### config.mk
export PLATFORM = sky130hd
export DESIGN_NAME = data_mem_lsu_ctrl
export DESIGN_NICKNAME = d
export VERILOG_FILES = /design/src/rtl/data_mem_lsu_ctrl.sv
export SDC_FILE = /design/constraint.sdc
export NUM_CORES = 1
export LEC_CHECK = 0
export CAP_MARGIN = 15
export CELL_PAD_IN_SITES_DETAIL_PLACEMENT = 1
export CELL_PAD_IN_SITES_GLOBAL_PLACEMENT = 1
export CORE_MARGIN = 3
export CORE_UTILIZATION = 39
export CTS_BUF_LIST = sky130_fd_sc_hd__clkbuf_8
export DETAILED_ROUTE_END_ITERATION = 8
export PLACE_DENSITY = 0.95
export SLEW_MARGIN = 20
export SYNTH_ARGS = -nofsm -noshare
export SYNTH_HDL_FRONTEND = slang
export SYNTH_SLANG_ARGS = --single-unit
export TNS_END_PERCENT = 50
### constraint.sdc
create_clock -name clk_i -period 9.8 [get_ports clk_i]
set_clock_uncertainty 0.05 [all_clocks]
set_input_delay 2.94 -clock clk_i [delete_from_list [all_inputs] [get_ports clk_i]]
set_output_delay 2.94 -clock clk_i [all_outputs]
set_load 0.005 [all_outputs]
### src/rtl/data_mem_lsu_ctrl.sv
// Load/store sequencer between the core memory stage and a 64-word data memory.
// Sub-word stores are read-modify-write; loads are lane-extracted and extended.
module data_mem_lsu_ctrl #(
    parameter int unsigned MEM_WORDS = 64
) (
    input  logic        clk_i,
    input  logic        rst_i,
    input  logic        req_valid_i,
    output logic        req_ready_o,
    input  logic        req_we_i,
    input  logic [2:0]  req_funct3_i,
    input  logic [31:0] req_addr_i,
    input  logic [31:0] req_wdata_i,
    output logic        rsp_valid_o,
    output logic [31:0] rsp_rdata_o,
    output logic        rsp_err_o,
    output logic [31:0] mem_addr_o,
    output logic        mem_we_o,
    output logic [31:0] mem_wdata_o,
    input  logic [31:0] mem_rdata_i
);

    typedef enum logic [2:0] {
        S_IDLE  = 3'd0,
        S_READ  = 3'd1,
        S_WRITE = 3'd2,
        S_RESP  = 3'd3,
        S_ERR   = 3'd4
    } state_t;

    state_t      state_q, state_d;
    logic [31:0] addr_q;
    logic [31:0] wdata_q;
    logic [31:0] rdata_q;
    logic [2:0]  funct3_q;
    logic        we_q;

    logic        accept;
    logic        f3_legal;
    logic        misaligned;
    logic        out_of_range;
    logic        req_err;
    logic [31:0] merged_word;
    logic [7:0]  load_byte;
    logic [15:0] load_half;
    logic [31:0] load_data;

    assign accept = req_valid_i && req_ready_o;

    // Request classification, only meaningful in the accept cycle.
    always_comb begin
        f3_legal = 1'b0;
        if (req_we_i) begin
            f3_legal = (req_funct3_i == 3'b000) || (req_funct3_i == 3'b001) ||
                       (req_funct3_i == 3'b010);
        end else begin
            case (req_funct3_i)
                3'b000, 3'b001, 3'b010, 3'b100, 3'b101: f3_legal = 1'b1;
                default:                                f3_legal = 1'b0;
            endcase
        end
        misaligned   = ((req_funct3_i[1:0] == 2'b01) && req_addr_i[0]) ||
                       ((req_funct3_i[1:0] == 2'b10) && (req_addr_i[1:0] != 2'b00));
        out_of_range = req_addr_i[31:2] >= 30'(MEM_WORDS);
        req_err      = !f3_legal || misaligned || out_of_range;
    end

    always_ff @(posedge clk_i or posedge rst_i) begin
        if (rst_i) begin
            state_q <= S_IDLE;
        end else begin
            state_q <= state_d;
        end
    end

    always_comb begin
        state_d = state_q;
        case (state_q)
            S_IDLE: begin
                if (accept) begin
                    if (req_err) begin
                        state_d = S_ERR;
                    end else if (req_we_i && (req_funct3_i == 3'b010)) begin
                        state_d = S_WRITE;
                    end else begin
                        state_d = S_READ;
                    end
                end
            end
            S_READ:  state_d = we_q ? S_WRITE : S_RESP;
            S_WRITE: state_d = S_RESP;
            S_RESP:  state_d = S_IDLE;
            S_ERR:   state_d = S_IDLE;
            default: state_d = S_IDLE;
        endcase
    end

    always_ff @(posedge clk_i or posedge rst_i) begin
        if (rst_i) begin
            addr_q   <= '0;
            wdata_q  <= '0;
            rdata_q  <= '0;
            funct3_q <= '0;
            we_q     <= 1'b0;
        end else begin
            if (accept) begin
                addr_q   <= req_addr_i;
                wdata_q  <= req_wdata_i;
                funct3_q <= req_funct3_i;
                we_q     <= req_we_i;
            end
            if (state_q == S_READ) begin
                rdata_q <= mem_rdata_i;
            end
        end
    end

    // Store merge: each byte lane picks new data or keeps the word read earlier.
    for (genvar gi = 0; gi < 4; gi++) begin : g_lane
        logic byte_hit;
        logic half_hit;
        logic word_hit;
        assign byte_hit = (funct3_q[1:0] == 2'b00) && (addr_q[1:0] == 2'(gi));
        assign half_hit = (funct3_q[1:0] == 2'b01) && (addr_q[1] == 1'(gi / 2));
        assign word_hit = (funct3_q[1:0] == 2'b10);
        assign merged_word[gi*8 +: 8] = byte_hit ? wdata_q[7:0] :
                                        half_hit ? wdata_q[(gi % 2)*8 +: 8] :
                                        word_hit ? wdata_q[gi*8 +: 8] :
                                                   rdata_q[gi*8 +: 8];
    end

    always_comb begin
        case (addr_q[1:0])
            2'b00:   load_byte = rdata_q[7:0];
            2'b01:   load_byte = rdata_q[15:8];
            2'b10:   load_byte = rdata_q[23:16];
            default: load_byte = rdata_q[31:24];
        endcase
        load_half = addr_q[1] ? rdata_q[31:16] : rdata_q[15:0];
        case (funct3_q)
            3'b000:  load_data = {{24{load_byte[7]}}, load_byte};
            3'b100:  load_data = {24'h0, load_byte};
            3'b001:  load_data = {{16{load_half[15]}}, load_half};
            3'b101:  load_data = {16'h0, load_half};
            3'b010:  load_data = rdata_q;
            default: load_data = '0;
        endcase
    end

    // Outputs depend only on state and latched fields, never on req_* directly.
    always_comb begin
        req_ready_o = (state_q == S_IDLE) && !rst_i;
        rsp_valid_o = 1'b0;
        rsp_err_o   = 1'b0;
        rsp_rdata_o = '0;
        mem_addr_o  = '0;
        mem_we_o    = 1'b0;
        mem_wdata_o = '0;
        case (state_q)
            S_READ: begin
                mem_addr_o = {2'b00, addr_q[31:2]};
            end
            S_WRITE: begin
                mem_we_o    = 1'b1;
                mem_addr_o  = {addr_q[31:2], 2'b00};
                mem_wdata_o = merged_word;
            end
            S_RESP: begin
                rsp_valid_o = 1'b1;
                rsp_rdata_o = we_q ? 32'h0 : load_data;
            end
            S_ERR: begin
                rsp_valid_o = 1'b1;
                rsp_err_o   = 1'b1;
            end
            default: ;
        endcase
    end

endmodule

# Word-level counts from Yosys, hierarchy flattened
# Index checks and enable logic that the tools add are counted.
[classes] order_cmp=1 eq_ne=20 muxes=29 bitwise=1 reduce_logical=26
[ops] operator="$pmux 32 s5" n=1
[ops] operator="$mux 32" n=3
[ops] operator="$mux 8" n=12
[ops] operator="$pmux 32 s2" n=1
[ops] operator="$ge 30x7->1 const B" n=1
[ops] operator="$pmux 8 s3" n=1
[ops] operator="$mux 16" n=1
[ops] operator="$eq 3x3->1 const B" n=5
[ops] operator="$eq 3x2->1 const B" n=4
[ops] operator="$logic_and 1x1->1" n=11
[ops] operator="$eq 3x1->1 const B" n=3
[ops] operator="$logic_not 3->1" n=3
[ops] operator="$pmux 3 s3" n=1
[ops] operator="$eq 2x2->1 const B" n=4
[ops] operator="$eq 2x1->1 const B" n=3
[ops] operator="$mux 1" n=6
[ops] operator="$mux 3" n=2
[ops] operator="$logic_or 1x1->1" n=5
[ops] operator="$reduce_or 5->1" n=1
[ops] operator="$logic_not 2->1" n=2
[ops] operator="$logic_not 1->1" n=2
[ops] operator="$mux 2" n=1
[ops] operator="$ne 2x2->1 const B" n=1
[ops] operator="$reduce_bool 2->1" n=1
[ops] operator="2 further kinds" n=2
[word_totals] regBits=103 in_bits=103 output_inout_bits=100 elab_cells=83

# Depth between registers and ports, before layout
[depth] word_depth=10 depth_mapped=7

# Worst setup path after synthesis
# Ideal clock, no wire load.
[synth_timing] kind="input to output" startpoint="in rst_i" endpoint="out req_ready_o" arrival_ns=3.132 t_required_ns=6.810 path_slack_ns=3.678 stages=1 cell_sequence="nor4_2"
[synth_via] elab_chain_cells=2
[synth_lines] element="start, declared" line="7" text="input logic rst_i,"
[synth_lines] element="$logic_not 1->1" line="152" text="req_ready_o = (state_q == S_IDLE) && !rst_i;"
[synth_lines] element="$logic_and 1x1->1" line="152"
[synth_lines] element="end, declared" line="9" text="output logic req_ready_o,"
# Every way passes these cells.

# Final worst setup path
# Ends and elaborated chain as after synthesis.

==> reports/metrics.csv <==
stage,metric,value,unit
layout,fill count,1475,
floorplanning,core box area,0.01420,mm^2
layout,n_diodes,0,
route,post-DR vias/cell,5.943,
global_routing,first-pass GRT wire length,33000,um
place,Final HPWL DP,16080,um
worst_setup_path,crit-path max FO,2,
floorplanning,Starting Density,40.88,%
sta,Final Setup Violations,0,
synthesis,Syn Area/Cell,11.52,um^2
layout,nets,782,
pwr,total power,2.772,mW
global_routing,initial antenna violation count,0,
clock_tree,number of CTS-inserted buffers,9,
clock_tree,"Reg clk slew, reported paths",100,ps
route,via count,5135,
run,number of max-cap violations,0,
route,Avg WL per Cell,25.20,um
clock_tree,Skew-Pair Late Insertion Delay,380,ps
clock_tree,TritonCTS clock tree,built,
route,1st-pass router iterations,5,
synthesis,Synthesized Nets,607,
worst_setup_path,CP Class,in -> out,
floorplanning,row count,43,
clock_tree,CTS Buffer Depth,2,
clock_tree,CTS-repair resized insts,0,
synthesis,#FFs+latches synth,103,
global_routing,number of global-route vias before repair,5613,
sta,post-route clock period utilization,73.77,%
sta,max_slew headroom,24.21,%
floorplanning,io pins,203,
layout,fin area,0.008135,mm^2
global_routing,global route overflow,0,
pwr,power per cell area,340.8,mW/mm^2
route,met3 wire len,1904,um
layout,end-of-flow core utilization,57.28,%
synthesis,Mapped Cells,504,
route,Residual DRC,0,
pwr,Leak,3.174,nW
synthesis,synthesized cell area,0.005807,mm^2
synthesis,Main synth FF type,dfrtp_1,
sta,setup_tns,0,ps
worst_setup_path,CP required,6810,ps
clock_tree,H-tree depth,3,
synthesis,asr flop ratio synth,100.0,%
run_status,status,completed,
pwr,internal power,1.630,mW
synthesis,top cell type's share of synthesized area,44.39,%
pwr,clock network power share,11.3,%
place,port bufs,202,
sta,actual slew at the worst max-slew pin,1137,ps
sta,minimum clock period,7229,ps
pwr,Gate power share,54.3,%
route,ANT nets after route,0,
synthesis,Synth warnings,0,
synthesis,Yosys cell types,43,
route,drt total wl,21770,um
sta,Max Fclk,138.3,MHz
layout,Syn-to-layout area delta,40.10,%
worst_hold_path,Hold Crit Class,reg -> reg,
floorplanning,die area,0.01639,mm^2
clock_tree,Sink Count,103,
worst_setup_path,CP endpoint kind,primary output,
synthesis,"Seq/Total Area, Yosys",44.39,%
sta,"Hold Violations, Final",0,
place,DP Area,0.007898,mm^2
clock_tree,Clock Tree Root,clkbuf_8,
synthesis,top post-synthesis cells by area,"dfrtp_1, mux2_2, mux2i_1, a22o_1, mux4_2",
floorplanning,die height,128.0,um
synthesis,Post-synth EDFFs,0,
layout,layout cells sized above 1,23.10,%
worst_setup_path,Crit path arrival time,4240,ps
pwr,Sw Pwr,1.142,mW
clock_tree,hold_buf cts,0,
route,Routed met2 length,10220,um
pwr,Reg power frac,34.4,%
route,DR iter-0 viols,392,
global_routing,GRT Util Overall,26.37,%
synthesis,cell taking the most area after synthesis,dfrtp_1,
sta,fin. max-slew vios,0,
place,GP Congestion,0.8943,
global_routing,largest net degree at the start of global routing,74,
pwr,Max IR drop VDD,0.1311,mV
route,highest metal used,met4,
floorplanning,Die X,128.0,um
route,wire length on met1,8771,um
worst_setup_path,CP Launch Type,primary input,
clock_tree,Post-CTS Setup Inserts,0,
sta,RSZ-0062 raised after global routing,false,
pwr,Sw Share,41.20,%
[critical path, cell delays in order]
cell,delay (ps)
clkdlybuf4s50_1,490
nor4_2,240
clkdlybuf4s50_1,560
[final timing paths]
| check | slack (ps) | depth (start not counted) | end | start |
|---|---|---|---|---|
| max reg2reg | 7690 | 4 | wdata_q[25] | state_q[1] |
| min reg2reg | 470 | 1 | wdata_q[30] | wdata_q[30] |
| max in group asynchronous | 5510 | 3 | rdata_q[17] | rst_i |
| min | 470 | 1 | wdata_q[30] | wdata_q[30] |
| min in group asynchronous | 2910 | 2 | addr_q[30] | rst_i |
| max | 2570 | 3 | req_ready_o | rst_i |
[power groups by stage]
stage / registers, mW / logic (mW) / clock network (mW)
5_1_grt: 0.973 / 1.61 / 0.339
2_1_floorplan: 0.776 / 0.946 / 0
6_report: 0.955 / 1.50 / 0.313
3_3_place_gp: 0.920 / 1.42 / 0
4_1_cts: 0.941 / 1.50 / 0.318
3_5_place_dp: 0.948 / 1.49 / 0
[state kept, by name (all words and copies together) (netlist names)]
signal and count:
rdata_q 32, wdata_q 32, we_q 1, funct3_q 3, addr_q 32, state_q 3
[kinds of logic (layout without fill, tap and decap cells)]
group,Yosys count,in the layout,synth area share [%]
multiplexers,151,151,29.97
AO/OA/AOI/OAI,112,112,14.11
flip-flops,103,103,44.39
AND/OR/NAND/NOR,93,93,7.865
buffers and inverters,45,225,3.663
[layout make-up]
class | instances | area [um^2] | share of cell area [%]
multi-input cells | 356 | 3038 | 37.34
clock buffers | 9 | 123.9 | 1.523
clock inverters | 7 | 105.1 | 1.292
well taps | 180 | 225.2 | 2.768
inverters | 3 | 13.76 | 0.1692
flip-flops and latches | 103 | 2577 | 31.68
repair buffers | 206 | 2052 | 25.22
[Yosys cell counts (all sizes together) (2+ instances only)]
cell type	instances
a211oi	8
a21oi	37
a222oi	7
a22o	28
a22oi	9
and2	3
and3	4
buf	27
clkbuf	15
dfrtp	103
inv	3
mux2	110
mux2i	34
mux4	7
nand2	30
nand2b	3
nand3	2
nor2	30
nor2b	2
nor3	2
nor3b	3
nor4	7
o21ai	9
o21bai	3
o22ai	8
or4	3
[per-stage QoR]
step / instances / hold WS, ps / setup slack, ps
final: 864 / 468.6 / 2571
after global placement: 848 / 431.4 / 2605
after global routing: 864 / 490.0 / 2501
after CTS: 864 / 469.8 / 2551
after floorplan: 504 / 423.7 / 3678
after detailed placement: 848 / 445.5 / 2567
[routing by layer]
layer | global-route usage, % | up-vias
met5 | 0 | -
met4 | 11.74 | 0
met1 | 32.97 | 2559
li1 | - | 2236
met3 | 7.667 | 60
met2 | 42.42 | 280
[layout by cell type (no fill, tap or decap), types with 10 or more instances in the layout]
master / Yosys / final
a21oi_2: 10 / 10
mux2_2: 109 / 109
a21oi_1: 26 / 26
dfrtp_1: 103 / 103
a22o_1: 28 / 28
nand2_1: 30 / 28
mux2i_1: 34 / 34
nor2_1: 29 / 29
clkdlybuf4s50_1: 0 / 202
Power figures use the tool's default switching activity.
